[config.mk]
export PLATFORM = sky130hd
export DESIGN_NAME = datapath_sequencer
export DESIGN_NICKNAME = d
export VERILOG_FILES = /design/src/rtl/datapath_sequencer.sv
export SDC_FILE = /design/constraint.sdc
export NUM_CORES = 1
export LEC_CHECK = 0
export CAP_MARGIN = 20
export CORE_ASPECT_RATIO = 0.8
export CORE_MARGIN = 4
export CORE_UTILIZATION = 35
export CTS_BUF_LIST = sky130_fd_sc_hd__clkbuf_16
export CTS_CLUSTER_SIZE = 28
export DETAILED_ROUTE_END_ITERATION = 6
export PLACE_DENSITY = 0.62
export SYNTH_ARGS = -nofsm -noshare
export SYNTH_HDL_FRONTEND = slang
export SYNTH_SLANG_ARGS = --single-unit
[constraint.sdc]
create_clock -name CLK -period 3.1 [get_ports CLK]
set_input_delay 0.31 -clock CLK [delete_from_list [all_inputs] [get_ports CLK]]
set_output_delay 0.31 -clock CLK [all_outputs]
set_load 0.02 [all_outputs]
[src/rtl/datapath_sequencer.sv]
// Multi-cycle fetch/decode/execute sequencer that drives the Datapath control word.
// Every output is a flop; the control word is loaded in DECODE and cleared when FETCH is re-entered.
module datapath_sequencer #(
    parameter int          PC_W     = 16,
    parameter int unsigned RESET_PC = 0,
    parameter int unsigned ZERO_REG = 31
) (
    input  logic            CLK,
    input  logic            RST,
    input  logic            run,
    output logic            imem_req,
    output logic [PC_W-1:0] imem_addr,
    input  logic            imem_ack,
    input  logic [31:0]     imem_data,
    input  logic [3:0]      STAT,
    output logic [4:0]      SA,
    output logic [4:0]      SB,
    output logic [4:0]      DA,
    output logic [4:0]      FS,
    output logic            C0,
    output logic            M,
    output logic [63:0]     K,
    output logic            WR,
    output logic            EN_ALU,
    output logic            EN_B,
    output logic            EN_ADDR_ALU,
    output logic            RCS,
    output logic            RWE,
    output logic            ROE,
    output logic [PC_W-1:0] pc,
    output logic            halted,
    output logic [3:0]      flags
);

    localparam logic [5:0] OP_NOP  = 6'h00;
    localparam logic [5:0] OP_ADD  = 6'h01;
    localparam logic [5:0] OP_SUB  = 6'h02;
    localparam logic [5:0] OP_ADDI = 6'h03;
    localparam logic [5:0] OP_LDI  = 6'h04;
    localparam logic [5:0] OP_MOV  = 6'h05;
    localparam logic [5:0] OP_ST   = 6'h06;
    localparam logic [5:0] OP_LD   = 6'h07;
    localparam logic [5:0] OP_BZ   = 6'h08;
    localparam logic [5:0] OP_BNZ  = 6'h09;

    localparam logic [4:0] FS_ADD  = 5'b01000;
    localparam logic [4:0] FS_SUB  = 5'b01001;
    localparam logic [4:0] FS_PASS = 5'b00100;

    typedef enum logic [2:0] {
        S_IDLE, S_FETCH, S_DECODE, S_EXEC, S_MEM, S_HALT
    } state_t;

    typedef struct packed {
        logic [4:0]  sa;
        logic [4:0]  sb;
        logic [4:0]  da;
        logic [4:0]  fs;
        logic        c0;
        logic        m;
        logic [63:0] k;
        logic        wr;
        logic        en_alu;
        logic        en_b;
        logic        en_addr_alu;
        logic        rcs;
        logic        rwe;
        logic        roe;
    } ctl_t;

    state_t     state;
    logic [31:0] ir;
    ctl_t       ctl;
    ctl_t       dec;
    logic       is_exec;
    logic       is_skip;
    logic       br_taken;
    logic       upd_flags;
    logic [5:0] op;

    assign op = ir[31:26];

    always_comb begin
        dec     = '0;
        dec.da  = ir[25:21];
        dec.sa  = ir[20:16];
        is_exec = 1'b0;
        is_skip = 1'b0;
        case (op)
            OP_NOP: is_skip = 1'b1;
            OP_ADD, OP_SUB: begin
                is_exec    = 1'b1;
                dec.sb     = ir[15:11];
                dec.fs     = (op == OP_SUB) ? FS_SUB : FS_ADD;
                dec.c0     = (op == OP_SUB);
                dec.m      = 1'b1;
                dec.en_alu = 1'b1;
                dec.wr     = 1'b1;
            end
            OP_ADDI, OP_LDI: begin
                is_exec    = 1'b1;
                dec.fs     = FS_ADD;
                dec.k      = {{48{ir[15]}}, ir[15:0]};
                dec.en_alu = 1'b1;
                dec.wr     = 1'b1;
                if (op == OP_LDI) dec.sa = 5'(ZERO_REG);
            end
            OP_MOV: begin
                is_exec  = 1'b1;
                dec.sb   = ir[15:11];
                dec.en_b = 1'b1;
                dec.wr   = 1'b1;
            end
            OP_ST: begin
                is_exec         = 1'b1;
                dec.sb          = ir[15:11];
                dec.fs          = FS_PASS;
                dec.en_b        = 1'b1;
                dec.en_addr_alu = 1'b1;
                dec.rcs         = 1'b1;
                dec.rwe         = 1'b1;
            end
            OP_LD: begin
                is_exec         = 1'b1;
                dec.fs          = FS_PASS;
                dec.en_addr_alu = 1'b1;
                dec.rcs         = 1'b1;
                dec.roe         = 1'b1;
            end
            OP_BZ, OP_BNZ: is_skip = 1'b1;
            default: ;  // HALT and every unlisted opcode fall through to the halt path
        endcase
    end

    // Branches test the flags latched by the last ALU op, not the live STAT.
    assign br_taken  = ((op == OP_BZ) && flags[0]) || ((op == OP_BNZ) && !flags[0]);
    assign upd_flags = (op == OP_ADD) || (op == OP_SUB) || (op == OP_ADDI);

    always_ff @(posedge CLK) begin
        if (RST) begin
            state    <= S_IDLE;
            pc       <= PC_W'(RESET_PC);
            ir       <= '0;
            ctl      <= '0;
            flags    <= '0;
            halted   <= 1'b0;
            imem_req <= 1'b0;
        end else begin
            case (state)
                S_IDLE: begin
                    if (run) begin
                        state    <= S_FETCH;
                        imem_req <= 1'b1;
                    end
                end
                S_FETCH: begin
                    if (imem_ack) begin
                        ir       <= imem_data;
                        pc       <= pc + PC_W'(1);
                        imem_req <= 1'b0;
                        state    <= S_DECODE;
                    end
                end
                S_DECODE: begin
                    if (is_exec) begin
                        ctl   <= dec;
                        state <= S_EXEC;
                    end else if (is_skip) begin
                        if (br_taken) pc <= pc + PC_W'($signed(ir[15:0]));
                        imem_req <= 1'b1;
                        state    <= S_FETCH;
                    end else begin
                        halted <= 1'b1;
                        state  <= S_HALT;
                    end
                end
                S_EXEC: begin
                    if (upd_flags) flags <= STAT;
                    if (op == OP_LD) begin
                        ctl.wr <= 1'b1;
                        state  <= S_MEM;
                    end else begin
                        ctl      <= '0;
                        imem_req <= 1'b1;
                        state    <= S_FETCH;
                    end
                end
                S_MEM: begin
                    ctl      <= '0;
                    imem_req <= 1'b1;
                    state    <= S_FETCH;
                end
                S_HALT: ;
                default: state <= S_IDLE;
            endcase
        end
    end

    assign imem_addr   = pc;
    assign SA          = ctl.sa;
    assign SB          = ctl.sb;
    assign DA          = ctl.da;
    assign FS          = ctl.fs;
    assign C0          = ctl.c0;
    assign M           = ctl.m;
    assign K           = ctl.k;
    assign WR          = ctl.wr;
    assign EN_ALU      = ctl.en_alu;
    assign EN_B        = ctl.en_b;
    assign EN_ADDR_ALU = ctl.en_addr_alu;
    assign RCS         = ctl.rcs;
    assign RWE         = ctl.rwe;
    assign ROE         = ctl.roe;

endmodule

Word-level counts from Yosys, hierarchy flattened. Cells that the tools add are included.

Add/sub/neg operators: 2. Equal/unequal tests: 21. Multiplexer cells: 36. Bitwise gates (word level): 3. Reduce and logical (&&, ||, !) cells: 28.

Operators with widths (count): one-hot mux 93 bit (3 select lines) (1); 2-to-1 mux 93 bit (1); 2-to-1 mux 86 bit (1); 2-to-1 mux 16 bit (4); 2-to-1 mux 64 bit (1); one-hot mux 16 bit (2 select lines) (1); == test 6 x 3 -> 1 bit, second input constant (4); one-hot mux 3 bit (6 select lines) (1); adder 16 x 1 -> 16 bit, second input constant (1); adder 16 bit (1); 2-to-1 mux 3 bit (5); 2-to-1 mux 5 bit (3); != test 2 bit, second input constant (7); 2-to-1 mux 1 bit (13); == test 6 x 2 -> 1 bit, second input constant (2); == test 6 x 4 -> 1 bit, second input constant (2); one-hot mux 4 bit (3 select lines) (1); AND reduction 3 bit (3); OR reduction 2 bit (4); OR reduction 4 bit (2); OR reduction 7 bit (1); == test 3 x 2 -> 1 bit, second input constant (2); == test 3 bit, second input constant (2); == test 6 x 1 -> 1 bit, second input constant (1); other kinds (18) (26).

Bits in registers: 150. Input bits: 40. Output and inout bits: 131. Logic and storage cells: 110.

Longest topological paths before layout. Gate-level depths: netlist (run 1).

Word-level depth: 7. Mapped depth: 14.

Least setup slack after synthesis (run 1). OpenSTA, ideal clock, no wires.

Path kind: reg-to-reg. Start point: register state[2]. End point: register pc[15] (netlist: imem_addr[15]). Library setup time: 0.121 ns. Data arrival time: 2.726 ns. Required time: 2.979 ns. Path slack: 0.253 ns. Cell stages (with the launch flop): 15. Period minus slack after synthesis: 2.847 ns. Cells stage by stage: dfxtp_1 > clkbuf_2 > nand2b_4 > nor2_4 > clkbuf_1 > and2_1 > ha_1 > buf_2 > a21oi_1 > nor2b_1 > o21ai_2 > o211ai_2 > a41oi_2 > mux2i_1 > mux2_2.

Cells in the longest elaborated chain, start to end: 3.

RTL lines: start, declared (line 71) `state_t state;`; start signal, assigned (line 141) `state <= S_IDLE;`; start signal, assigned (line 152) `state <= S_FETCH;`; start signal, assigned (line 161) `state <= S_DECODE;`; == test 3 x 2 -> 1 bit or == test 3 x 1 -> 1 bit (tied branches) (line 149) `case (state)`; != test 2 bit (no line) or nonzero test 2 bit (tied branches); AND reduction 5 bit (no line); end signal, assigned (line 142) `pc <= PC_W'(RESET_PC);`; end signal, assigned (line 159) `pc <= pc + PC_W'(1);`; end signal, assigned (line 169) `if (br_taken) pc <= pc + PC_W'($signed(ir[15:0]));`; end, declared (line 30) `output logic [PC_W-1:0] pc,`.

Parallel ways exist; a longest one is shown, timed or not. A chain may end at the register's enable or synchronous reset.

Final worst setup path (run 1).
Start point: register state[2]. End point: register pc[14] (netlist: imem_addr[14]).

The elaborated chain is that of the path after synthesis.

==> summary.md, run 1 <==
| Metric | Value |
|---|---|
| Mapped Area | `5030 sq um` |
| Post-synthesis xor/xnor area fraction | `0.0191` |
| Pre-Repair DR Iteration Count | `5` |
| Die Y | `115 um` |
| Critical path startpoint category | `register` |
| Final core occ | `0.483` |
| Worst slack at placement | `roughly 250 ps` |
| Filler Cell Count | `around 1.3k` |
| CTS clk-pin slew, worst paths | `around 70 ps` |
| Total power | `~2.7 mW` |
| Die width | `142 um` |
| Relative max-transition margin | `0.540` |
| Syn Area/Cell | `7.98 sq um` |
| Minimum clock period | `2880 ps` |
| DR WL/cell | `~15 um` |
| Total CTS buffers | `9` |
| Hold_buf cts | `0` |
| Critical path's top delay family | `compound AO/OA/AOI/OAI gates` |
| Commonest non-fill, non-tap cell in the layout | `clkdlybuf4s50_1` |
| IO Port Bufs | `around 170` |
| Static leakage | `2.40 nW` |
| GRT overflow | `0` |
| Number of synthesized flops with an enable pin | `0` |
| Starting density of the core | `0.364` |
| GR Util met2 | `0.256` |
| Sequential cell area fraction in the yosys report | `0.390` |
| WS Path Type | `register to register` |
| Clk root buf | `clkbuf_16` |
| Drt total wl | `13900 um` |
| Largest family of logic cells by synthesized area | `simple AND/OR/NAND/NOR gates` |
| Yosys warnings | `0` |
| Met3 usage | `0.0412` |
| First-pass GRT wire length | `approximately 22000 um` |
| Via count | `around 4.5k` |
| H-tree depth | `3` |
| Total negative setup slack | `0 ps` |
| Post-synth ARST share | `0` |
| Hold crit path type | `register to register` |
| Mux contribution to synthesized area | `0.0181` |
| Antenna Diode Count | `0` |
| ANT nets after route | `0` |
| Synth area leaders | `dfxtp_1, buf_4, nand2_1, a21oi_1, ha_1` |
| Max Slew Vio Count | `0` |
| Initial antenna violation count | `0` |
| Fmax | `347 MHz` |
| Final period utilization | `0.929` |
| Post-DP HPWL | `approximately 10000 um` |
| Worst EP required | `around 3300 ps` |
| Layout area overhead | `32.8%` |
| Gr usage total | `0.163` |
| GR peak layer | `met2` |
| Synth Area in Compound Gates | `0.161` |
| Vias in the first global route | `between 4k and 5k` |
| Most frequent cells in the layout | `clkdlybuf4s50_1, nand2_1, dfxtp_1` |
| Slowest stage delay, CP | `just over 400 ps` |
| CTS tree | `yes` |
| IO Pins | `between 150 and 200` |
| Synth Flop Type | `dfxtp_1` |
| Synth cell types | `56` |
| P per Cell Area | `roughly 410 nW/um^2` |
| CP max FO | `9` |
| Max VDD drop | `between 0.0003 and 0.0004 V` |
| Worst-Skew Late Latency | `around 350 ps` |
| Worst path arrival time | `~3100 ps` |
| Max-cap violations | `0` |
| Final Wtd Congestion | `about 0.90` |
| Net count, final | `a little under 800` |
| Pin count of the biggest net entering global routing | `65` |
| Post-Synth Adder-Cell Area | `0.0413` |
| DRC viols | `0` |
| Mapped Cells | `between 600 and 700` |
| Share of the synthesized area in the top cell type | `0.390` |
| Met1 Resource Use GR | `0.227` |
| Slowest stage cell on the critical path | `fa_1` |
| Post-Route Skew | `8.10 ps` |
| Status | `finished clean` |
| # rows | `38` |
| Post-synthesis simple-gate area fraction | `0.233` |
| Worst slew pin tran | `slightly below 700 ps` |
| Clock Tree Buf Depth | `2` |
| Layout cells sized above 1 | `0.0689` |
| Iteration-0 DRC count of the detailed router | `about 300` |
| Worst Slack Setup Final | `between 200 and 250 ps` |
| Synth Register Bits | `98` |
| Crit-path cells | `nand2b_4, or3_1, ha_1, fa_1, a21oi_1, o21ai_0, nand4_1, nand3_1, a41oi_1, nor4_1, a211o_1` |
| RSZ-0062 raised after global routing | `false` |
| Full die area | `around 16000 sq um` |
| Sink Count | `between 90 and 100` |
| Drt via density | `~5` |
| # setup viols final | `0` |
| Yosys top cell by area | `dfxtp_1` |
| CP endpoint kind | `register` |
| Core ar. | `approximately 14000 sq um` |
| Final Hold Fails | `0` |
| CP Buf/Inv Count | `0` |
## worst paths after layout
path / startpoint / endpoint / slack, ps / cells after the start
worst max-delay path: state[2]$_SDFFE_PP0P_ / imem_addr[14]$_SDFFE_PP0P_ / 220 / 11
worst min-delay path: SB[3]$_SDFFE_PP0P_ / SB[3]$_SDFFE_PP0P_ / 450 / 2
worst max register to register: state[2]$_SDFFE_PP0P_ / imem_addr[14]$_SDFFE_PP0P_ / 220 / 11
worst min register to register: SB[3]$_SDFFE_PP0P_ / SB[3]$_SDFFE_PP0P_ / 450 / 2
## worst min-delay path, stage by stage (launching register included)
cell and delay (ps):
dfxtp_1 310, nand2_1 50, a21oi_1 50
## area by class of cell
cell class,instances,area [sq um],area share
multi-input combinational,424,2390,0.357
clock inverter,7,68.8,0.0103
timing repair buffer,184,1800,0.269
sequential,98,1960,0.294
tap,180,225,0.0337
inverter,4,15.0,0.00225
clock buffer,9,225,0.0337
## synth_stat cells (2+ instances only)
cell type	n
nor2b_1	6
nor4_1	2
nor2_1	25
nand2_1	132
o21bai_1	2
and3_1	4
buf_4	69
buf_2	14
mux2i_1	8
nor3b_1	3
xor2_1	5
a41oi_1	2
a21boi_0	2
ha_1	15
nand4_1	6
dfxtp_1	98
or3_1	3
nand2b_1	2
a211oi_1	2
nor3_1	7
a21o_1	2
a22oi_1	6
nor4b_1	5
clkbuf_1	22
xnor2_1	6
and2_1	17
nand3_1	26
inv_1	4
a31oi_1	5
a21oi_2	3
nor2_2	2
o21ai_0	15
o211ai_1	2
a21oi_1	87
## stage by stage
stage | std cells | area [sq um] | hold WS (ps)
2_1_floorplan | 632 | 5040 | 433
3_3_place_gp | 889 | 6380 | 434
3_5_place_dp | 889 | 6380 | 442
4_1_cts | 905 | 6670 | 452
5_1_grt | 906 | 6680 | 473
6_report | 906 | 6680 | 450
## power by group
| group | total, mW | switching (mW) | internal (mW) |
|---|---|---|---|
| registers | 1.32 | 0.0300 | 1.29 |
| clock network | 1.12 | 0.497 | 0.625 |
| logic | 0.287 | 0.166 | 0.121 |
## timing repair
| action | CTS | global route |
|---|---|---|
| gates resized for setup | 0 | 1 |
| setup buffers | 0 | 1 |
| setup endpoints to repair | 0 | 1 |
## registers in the layout, indices dropped and copies added, names as in the netlist, 3 cells and up
register and cells:
DA 5, FS 3, K 16, SA 5, SB 5, flags 4, imem_addr 16, ir 32
state 3
## metal layers
layer  wire length (um)  share of wire
met5                  0              0
met4                131         0.0094
met3               1050          0.075
met2               6050           0.43
met1               6690           0.48
## cell families (layout without fill, tap and decap cells)
kind of cell             after synthesis  after routing
AND/OR/NAND/NOR                      248            248
other                                  1              2
flip-flops                            98             98
multiplexers                           9              9
buffers and inverters                110            204
AO/OA/AOI/OAI                        138            138
XOR/XNOR                              11             11
adder cells (fa/ha/maj)               16             16
Note: power is estimated with default switching activity, not from simulation.
==> inputs of run 2 (changes only) <==
--- a/config.mk
+++ b/config.mk
@@ -6,13 +6,15 @@
 export NUM_CORES = 1
 export LEC_CHECK = 0
 export CAP_MARGIN = 20
+export CELL_PAD_IN_SITES_DETAIL_PLACEMENT = 1
+export CELL_PAD_IN_SITES_GLOBAL_PLACEMENT = 1
 export CORE_ASPECT_RATIO = 0.8
-export CORE_MARGIN = 4
-export CORE_UTILIZATION = 35
+export CORE_MARGIN = 1
+export CORE_UTILIZATION = 33
 export CTS_BUF_LIST = sky130_fd_sc_hd__clkbuf_16
 export CTS_CLUSTER_SIZE = 28
 export DETAILED_ROUTE_END_ITERATION = 6
-export PLACE_DENSITY = 0.62
+export PLACE_DENSITY = 0.79
 export SYNTH_ARGS = -nofsm -noshare
 export SYNTH_HDL_FRONTEND = slang
 export SYNTH_SLANG_ARGS = --single-unit
==> summary.md, run 2 (same netlist as run 1, synthesis figures left out) <==
| Metric | Value |
|---|---|
| Status | `finished clean` |
| Hold crit path type | `input port to register` |
| Layout area overhead | `33.1%` |
| Relative max-transition margin | `0.386` |
| Vias in the first global route | `around 4.6k` |
| Net count, final | `774` |
| Sink Count | `98` |
| Final core occ | `0.459` |
| Post-DP Area | `6390 sq um` |
| Largest register FFs | `32` |
| Max-cap violations | `0` |
| Drt via density | `5.08` |
| P per Cell Area | `a little over 400 nW/um^2` |
| Starting density of the core | `0.345` |
| Post-DP HPWL | `between 10000 and 15000 um` |
| Max Slew Vio Count | `0` |
| Slowest stage delay, CP | `360 ps` |
| GRT overflow | `0` |
| Antenna Diode Count | `0` |
| Most frequent cells in the layout | `clkdlybuf4s50_1, nand2_1, dfxtp_1` |
| DR WL/cell | `16.7 um` |
| Reg2reg start | `state[2]$_SDFFE_PP0P_` |
| H-tree depth | `3` |
| WS Path Type | `register to register` |
| Hold path depth | `2` |
| Clock Tree Buf Depth | `2` |
| Fmax | `~350 MHz` |
| Pin count of the biggest net entering global routing | `81` |
| Clk root buf | `clkbuf_16` |
| Post-CTS Setup Inserts | `0` |
| Core ar. | `roughly 15000 sq um` |
| Die width | `between 100 and 150 um` |
| Pre-Repair DR Iteration Count | `4` |
| Gr usage total | `0.193` |
| IO Port Bufs | `168` |
| Worst path arrival time | `3070 ps` |
| Layout cells sized above 1 | `0.0705` |
| Crit-path cells | `nand2b_4, nor2_4, and2_1, ha_1, a21oi_1, nor3b_2, nor2_1, o211ai_2, a41oi_2, mux2i_1, mux2_2` |
| Final period utilization | `0.912` |
| # setup viols final | `0` |
| Full die area | `approximately 16000 sq um` |
| Final Hold Fails | `0` |
| Max VDD drop | `approximately 0.00027 V` |
| Total CTS buffers | `9` |
| Final Wtd Congestion | `about 0.90` |
| CP endpoint kind | `register` |
| CP max FO | `11` |
| RSZ-0062 raised after global routing | `false` |
| CTS clk-pin slew, worst paths | `~70 ps` |
| Die Y | `112 um` |
| Internal reg-to-reg setup slack | `around 270 ps` |
| Worst-Skew Late Latency | `~360 ps` |
| CTS tree | `yes` |
| First-pass GRT wire length | `roughly 24000 um` |
| Total negative setup slack | `0 ps` |
| Worst slew pin tran | `a little over 900 ps` |
| ANT nets after route | `0` |
| DRC viols | `0` |
| Post-route cell area | `6700 sq um` |
| Reg2reg path depth | `11` |
| Post-Route Skew | `approximately 12 ps` |
| Hold Path End | `SB[0]$_SDFFE_PP0P_` |
| IO Pins | `171` |
| Via count | `roughly 4.6k` |
| # rows | `39` |
| Minimum clock period | `2830 ps` |
| Slowest stage cell on the critical path | `dfxtp_2` |
| HP Start | `RST` |
| Worst EP required | `3340 ps` |
| Iteration-0 DRC count of the detailed router | `185` |
| Static leakage | `2.39 nW` |
| Critical path startpoint category | `register` |
| Worst r2r dst | `imem_addr[15]$_SDFFE_PP0P_` |
| Initial antenna violation count | `0` |
| Commonest non-fill, non-tap cell in the layout | `clkdlybuf4s50_1` |
| Hold Slack | `approximately 320 ps` |
| Drt total wl | `between 15000 and 20000 um` |
| Most flops, register | `ir` |
| Total power | `roughly 2.8 mW` |
## run 2: worst max-delay path: cells and delay by family (launching register included)
family,cells,cell delay (ps)
compound gates,3,590
fa+ha+maj,1,250
flops,1,360
mux,2,600
simple gates,5,930
## run 2: layout make-up
| type | instances | area [sq um] |
|---|---|---|
| fillers | 1704 | 7890 |
| multi-input cells | 424 | 2410 |
| flip-flops and latches | 98 | 1960 |
| repair buffers | 181 | 1790 |
| well taps | 184 | 230 |
| clock buffers | 9 | 225 |
| clock inverters | 7 | 71.3 |
| inverters | 4 | 15.0 |
## run 2: how the worst max path moves through the flow
stage | from | cells after the start | to | slack [ps]
detailed placement | state[2]$_SDFFE_PP0P_ | 11 | imem_addr[15]$_SDFFE_PP0P_ | 150
CTS | state[2]$_SDFFE_PP0P_ | 11 | imem_addr[15]$_SDFFE_PP0P_ | 140
global placement | state[2]$_SDFFE_PP0P_ | 11 | imem_addr[14]$_SDFFE_PP0P_ | 310
global route | state[2]$_SDFFE_PP0P_ | 11 | imem_addr[14]$_SDFFE_PP0P_ | 30
floorplan | state[2]$_SDFFE_PP0P_ | 14 | imem_addr[15]$_SDFFE_PP0P_ | 250
finish | state[2]$_SDFFE_PP0P_ | 11 | imem_addr[15]$_SDFFE_PP0P_ | 270
## run 2: layer usage
metal,global-route usage,vias to the layer above,share of wire,wire length (um)
li1,-,2238,-,-
met1,0.242,2203,0.46,6930
met2,0.326,157,0.47,7060
met3,0.0602,11,0.062,941
met4,0.0396,0,0.012,178
met5,0,-,0,0
## run 2: timing repair
action | in CTS | in global routing
hold buffers | 0 | 0
setup endpoints to repair | 0 | 2
resized for setup | 0 | 5
## run 2: metrics by stage
stage,std cells,setup slack [ps]
finish,907,273
CTS,907,140
global route,907,32.3
floorplan,632,253
global placement,891,308
detailed placement,891,149
## run 2: power by group
part / leakage (nW) / internal [mW] / switching, mW
registers: 0.793 / 1.29 / 0.0328
clock network: 0.149 / 0.626 / 0.513
logic: 1.45 / 0.121 / 0.173
==> inputs of run 3 (changes only) <==
--- a/config.mk
+++ b/config.mk
@@ -15,6 +15,7 @@
 export CTS_CLUSTER_SIZE = 28
 export DETAILED_ROUTE_END_ITERATION = 6
 export PLACE_DENSITY = 0.79
+export SLEW_MARGIN = 20
 export SYNTH_ARGS = -nofsm -noshare
 export SYNTH_HDL_FRONTEND = slang
 export SYNTH_SLANG_ARGS = --single-unit
==> results of run 3 <==
Same layout as run 2: the final DEF is identical, and so are final timing and power.
==> edit 1, RTL diff (config.mk and constraints of run 1) <==
Change the parameter `ZERO_REG` from 31 to 15.
--- a/src/rtl/datapath_sequencer.sv
+++ b/src/rtl/datapath_sequencer.sv
@@ -4,5 +4,5 @@
     parameter int          PC_W     = 16,
     parameter int unsigned RESET_PC = 0,
-    parameter int unsigned ZERO_REG = 31
+    parameter int unsigned ZERO_REG = 15
 ) (
     input  logic            CLK,
Formal check against the unedited RTL: not equivalent (Yosys sat finds a counterexample within 4 cycles, from zero or initial values and one cycle with RST high).
==> edit 1 against run 1 <==
  * Final area fell by 0.56%
  * Final cell count fell by 0.22%
  * Power fell by 2.1%
  * Sequential power barely moved
  * Sequential cell count did not move
  * Synthesized cell count rose by 0.63%
  * Critical path depth rose by 1
  * Count of clock-buffer cells in the layout did not move
  * Largest cell class unchanged
  * Global-route usage fell by 0.21 points
  * First-iteration DRC count fell by 29%
  * Highest routed layer unchanged
  * Critical endpoint is now imem_addr[15]
  * Area after synthesis fell by 0.75%
  * Setup slack improved by 35 ps
  * Routed wire length fell by 2.5%
==> edit 1: results (changes against run 1) <==
metric,value,unit,change
hold path depth,2,,unchanged
Synth Area in XOR/XNOR,1.928,%,+0.014 points
Post-Synth Adder-Cell Area,4.157,%,+0.031 points
"Seq/Total Area, Yosys",39.27,%,+0.29 points
R2R Path Start,state[2],,
crit path from,state[2],,
worst slew pin tran,1019,ps,+328.4 ps
Root Driver,clkbuf_16,,
worst hold path type,flop to flop,,
Synth async-reset ratio,0,%,unchanged
grt met1 use,21.42,%,-1.2 points
Largest register FFs,32,,unchanged
Longest Clk Path Bufs,2,,unchanged
mux contribution to synthesized area,1.828,%,+0.014 points
"Clk Latency, worst-skew pair",350,ps,about the same
GR Util met3,5.114,%,+1.0 points
outcome,finished clean,,
worst vdd ir,340.4,µV,+1.9%
dpl hpwl,9933,µm,-4.0%
clk slew on worst S/H paths,70,ps,about the same
vias in the first global route,4200,,+0.095%
Via-to-Cell Ratio,5.012,,+0.20%
yosys warns,0,,unchanged
Yosys cell types,50,,-11%
share of layout cells above drive strength 1,6.077,%,-0.81 points
Reg2Reg Depth,12,,+1
Compound-Gate Fraction of Synth Area,15.45,%,-0.61 points
maximum number of pins on one net before global-route repair,64,,-1.5%
Pre-antenna DRT Iters,4,,-1
synth top area cells,"dfxtp_1, buf_4, nand2_1, a21oi_1, ha_1",,
Leak,2.372,nW,-1.0%
post-route insts no fill,904,,-0.22%
Top reg by flops,ir,,
internal reg-to-reg setup slack,260,ps,+40 ps
Syn Inst Count,635,,+0.63%
first-pass GRT wire length,21360,µm,-1.1%
All-Layer GR Usage,16.05,%,-0.21 points
TritonCTS buffer count,9,,unchanged
antenna violations before repair,0,,unchanged
Placed Cells,888,,-0.11%
CP max FO,16,,+7
clock skew,7.489,ps,-0.6138 ps
# nets final,775,,-0.26%
GPL Wtd Cong,0.9209,,+2.6%
CP Data Arrival Time,3090,ps,-30 ps
DR iter-0 viols,210,,-29%
CTS H-tree lvls,3,,unchanged
Port Buf Inserts,168,,unchanged
Synth top cells by count,"nand2_1, dfxtp_1, a21oi_1",,
drt wl/cell,15.00,µm,-2.3%
CP endpoint,imem_addr[15],,
GRT met2 Usage,25.21,%,-0.35 points
-- edit 1: routing by layer --
layer  up-vias  part of all wire (%)
li1       2251                     -
met1      2106                    48
met2       157                    43
met3        17                   7.6
met4         0                   1.7
met5         -                     0
-- edit 1: where the power goes --
group	switching, mW	total, mW	leakage (nW)	internal (mW)
Sequential	0.0290	1.32	0.793	1.29
Combinational	0.166	0.286	1.45	0.120
Clock	0.515	1.07	0.132	0.552
Total	0.710	2.67	2.37	1.96
-- edit 1: critical path, stage by stage, from the launching register on --
cell and delay, ps:
dfxtp_1 310, nand2b_2 220, nor2_2 130, buf_6 170, and2_1 140, ha_1 280
and3_1 250, nor2b_1 140, o21ai_1 110, o211ai_1 170, a41oi_2 250, mux2i_1 220
mux2_2 340
-- edit 1: how the worst min path moves through the flow --
stage / start / end / slack (ps)
global route: K[3] / K[3] / 470
finish: SA[4] / SA[4] / 450
global placement: halted / halted / 440
detailed placement: halted / halted / 440
CTS: halted / halted / 450
floorplan: ir[16] / ir[16] / 430
-- edit 1: layout make-up --
type,count,area [µm²]
Fill cell,1318,7143
Clock buffer,9,225.2
Clock inverter,7,52.55
Tap cell,180,225.2
Timing Repair Buffer,182,1800
Inverter,4,15.01
Sequential cell,98,1962
Multi-Input combinational cell,424,2365
-- edit 1: through the flow --
stage / power (mW) / setup WS (ps) / cell area [µm²]
2_1_floorplan: 1.506 / 42.53 / 5001
3_5_place_dp: 1.628 / 145.8 / 6344
4_1_cts: 2.690 / 131.9 / 6621
5_1_grt: 2.774 / 46.04 / 6645
6_report: 2.669 / 256.5 / 6645
3_3_place_gp: 1.624 / 223.1 / 6344
-- edit 1: cell families (layout without fill, tap and decap cells) --
logic type | count (synthesis) | count (layout)
mux | 9 | 9
buf+inv | 114 | 202
compound gates | 137 | 137
fa+ha+maj | 16 | 16
simple gates | 249 | 249
flops | 98 | 98
xor+xnor | 11 | 11
other cells | 1 | 2
-- edit 1: repair_timing --
action / in CTS / in global routing
hold endpoints to repair: 0 / 0
endpoints found under the setup margin: 0 / 2
buffers inserted: 0 / 0
resized for setup: 0 / 6
==> edit 2, RTL diff (settings of run 1) <==
Made on the original files. Put one more register stage on the output `flags`. The value now appears one clock later. The other outputs are not delayed to match.
--- a/src/rtl/datapath_sequencer.sv
+++ b/src/rtl/datapath_sequencer.sv
@@ -69,4 +69,6 @@
     } ctl_t;
 
+    logic [3:0] flags_s0;
+
     state_t     state;
     logic [31:0] ir;
@@ -134,5 +136,5 @@
 
     // Branches test the flags latched by the last ALU op, not the live STAT.
-    assign br_taken  = ((op == OP_BZ) && flags[0]) || ((op == OP_BNZ) && !flags[0]);
+    assign br_taken  = ((op == OP_BZ) && flags_s0[0]) || ((op == OP_BNZ) && !flags_s0[0]);
     assign upd_flags = (op == OP_ADD) || (op == OP_SUB) || (op == OP_ADDI);
 
@@ -143,5 +145,5 @@
             ir       <= '0;
             ctl      <= '0;
-            flags    <= '0;
+            flags_s0 <= '0;
             halted   <= 1'b0;
             imem_req <= 1'b0;
@@ -176,5 +178,5 @@
                 end
                 S_EXEC: begin
-                    if (upd_flags) flags <= STAT;
+                    if (upd_flags) flags_s0 <= STAT;
                     if (op == OP_LD) begin
                         ctl.wr <= 1'b1;
@@ -213,4 +215,8 @@
     assign ROE         = ctl.roe;
 
+    always_ff @(posedge CLK) begin
+        flags <= flags_s0;
+    end
+
 endmodule
 
Behaviour: no difference found for any inputs over 4 cycles, from zero or initial values and one cycle with RST high; that may be too few to reach the edited logic, so the function may still have changed.
==> edit 2 against run 1 <==
  * Power decreased by 1.3%
  * Largest power group unchanged
  * Sequential cell count up 4
  * Final cell count grew 0.22%
  * Sequential power up 4%
  * Critical path type unchanged
  * Synthesized cell count rose by 0.16%
  * Area after synthesis up 3.9%
  * First-iteration DRC count down 31%
  * Final area rose by 1.5%
  * Count of clock-buffer cells in the layout did not move
  * Global-route usage down 0.37 points
  * Largest cell class unchanged
  * Setup slack better by 25 ps
  * Routed wire length fell by 0.69%
  * Combinational power fell by 2%
==> edit 2: results (changes against run 1) <==
metric,value,unit,change
Initial Utilization,36.19,%,-0.19 points
vias in the first global route,4236,,+0.95%
synth top area cells,"dfxtp_1, buf_4, nand2_1, a21oi_1, ha_1",,
Longest Clk Path Bufs,2,,unchanged
Top reg by flops,ir,,
Root Driver,clkbuf_16,,
Synth top cells by count,"nand2_1, dfxtp_1, a21oi_1",,
grt met1 use,22.42,%,-0.24 points
Syn Inst Count,632,,+0.16%
Placed Cells,893,,+0.45%
Largest register FFs,32,,unchanged
antenna violations before repair,0,,unchanged
TritonCTS buffer count,9,,unchanged
crit-path max cell delay,410,ps,about the same
Leak,2.410,nW,+0.57%
Vias,4459,,-1.6%
Pre-antenna DRT Iters,4,,-1
GR Util met3,3.336,%,-0.78 points
clock skew,8.681,ps,+0.5783 ps
CP max FO,4,,-5
share of layout cells above drive strength 1,5.947,%,-0.94 points
Synth async-reset ratio,0,%,unchanged
worst slew pin tran,819.4,ps,+129.1 ps
Via-to-Cell Ratio,4.911,,-1.8%
CP Data Arrival Time,3090,ps,-30 ps
DR iter-0 viols,204,,-31%
filler cell count,1410,,+6.9%
first-pass GRT wire length,21800,µm,+0.99%
yosys warns,0,,unchanged
maximum number of pins on one net before global-route repair,70,,+7.7%
worst hold path type,flop to flop,,
"Seq/Total Area, Yosys",39.06,%,+0.086 points
CP max stage cell,fa_1,,
GRT met2 Usage,24.54,%,-1.0 points
"Clk Latency, worst-skew pair",340,ps,
# nets final,776,,-0.13%
drt wl/cell,15.22,µm,-0.91%
clk slew on worst S/H paths,70,ps,about the same
worst vdd ir,257.6,µV,-23%
CTS H-tree lvls,3,,unchanged
All-Layer GR Usage,15.89,%,-0.37 points
CTS tree,done,,
GPL Wtd Cong,0.8670,,-3.4%
outcome,finished clean,,
dpl hpwl,10210,µm,-1.4%
Yosys cell types,60,,+7.1%
Port Buf Inserts,168,,unchanged
==> edit 2: final timing paths <==
| path | start | end | slack [ps] | cells past startpoint |
|---|---|---|---|---|
| hold reg to reg | flags_s0[1] | flags[1] | 360 | 0 |
| setup / recovery | state[2] | imem_addr[14] | 250 | 11 |
| hold / removal | flags_s0[1] | flags[1] | 360 | 0 |
| setup reg to reg | state[2] | imem_addr[14] | 250 | 11 |
==> edit 2: worst max-delay path: cells and delay by family (launching register included) <==
kind / cells / cell delay, ps
AOI/OAI and AO/OA: 4 / 990
and+or+nand+nor: 5 / 830
DFF: 1 / 310
adders and majority gates: 2 / 630
==> edit 2: routing by layer <==
metal	part of all wire (%)	vias up	wire length, µm
met5	0	-	0
met4	1.2	0	167
met3	7.1	10	984
met2	44	160	6091
met1	48	2045	6575
li1	-	2244	-
==> edit 2: area by class of cell <==
type	instances	area share, %
multi-input combinational	420	35.84
sequential	102	30.11
timing repair buffer	182	26.49
tap	184	3.394
clock buffer	9	3.320
clock inverter	5	0.5350
inverter	5	0.2767
antenna	1	0.03689
==> edit 2: repair_timing <==
item	CTS	global route
endpoints found under the hold margin	0	0
resized for setup	0	1
hold buffers	0	0
buffers inserted	0	0
endpoints found under the setup margin	0	1
==> edit 2: cell families after synthesis <==
| group | after synthesis | share of synthesized area, % |
|---|---|---|
| xor+xnor | 11 | 1.843 |
| simple gates | 243 | 23.24 |
| flops | 102 | 39.06 |
| fa+ha+maj | 16 | 3.973 |
| other cells | 1 | 0.07174 |
| buf+inv | 111 | 14.74 |
| mux | 9 | 1.747 |
| compound gates | 139 | 15.32 |
==> edit 2: power breakdown <==
group	leakage [nW]	switching [mW]	total, mW	internal, mW
logic	1.46	0.159	0.281	0.121
clock network	0.126	0.499	1.04	0.539
registers	0.825	0.0329	1.37	1.34
==> edit 2: per-stage QoR <==
step	setup WS [ps]	hold slack (ps)	area [µm²]
floorplan	174.7	330.1	5231
global placement	261.4	335.7	6514
detailed placement	195.8	345.9	6514
CTS	197.4	353.7	6775
global route	71.00	354.0	6780
finish	246.1	356.8	6783
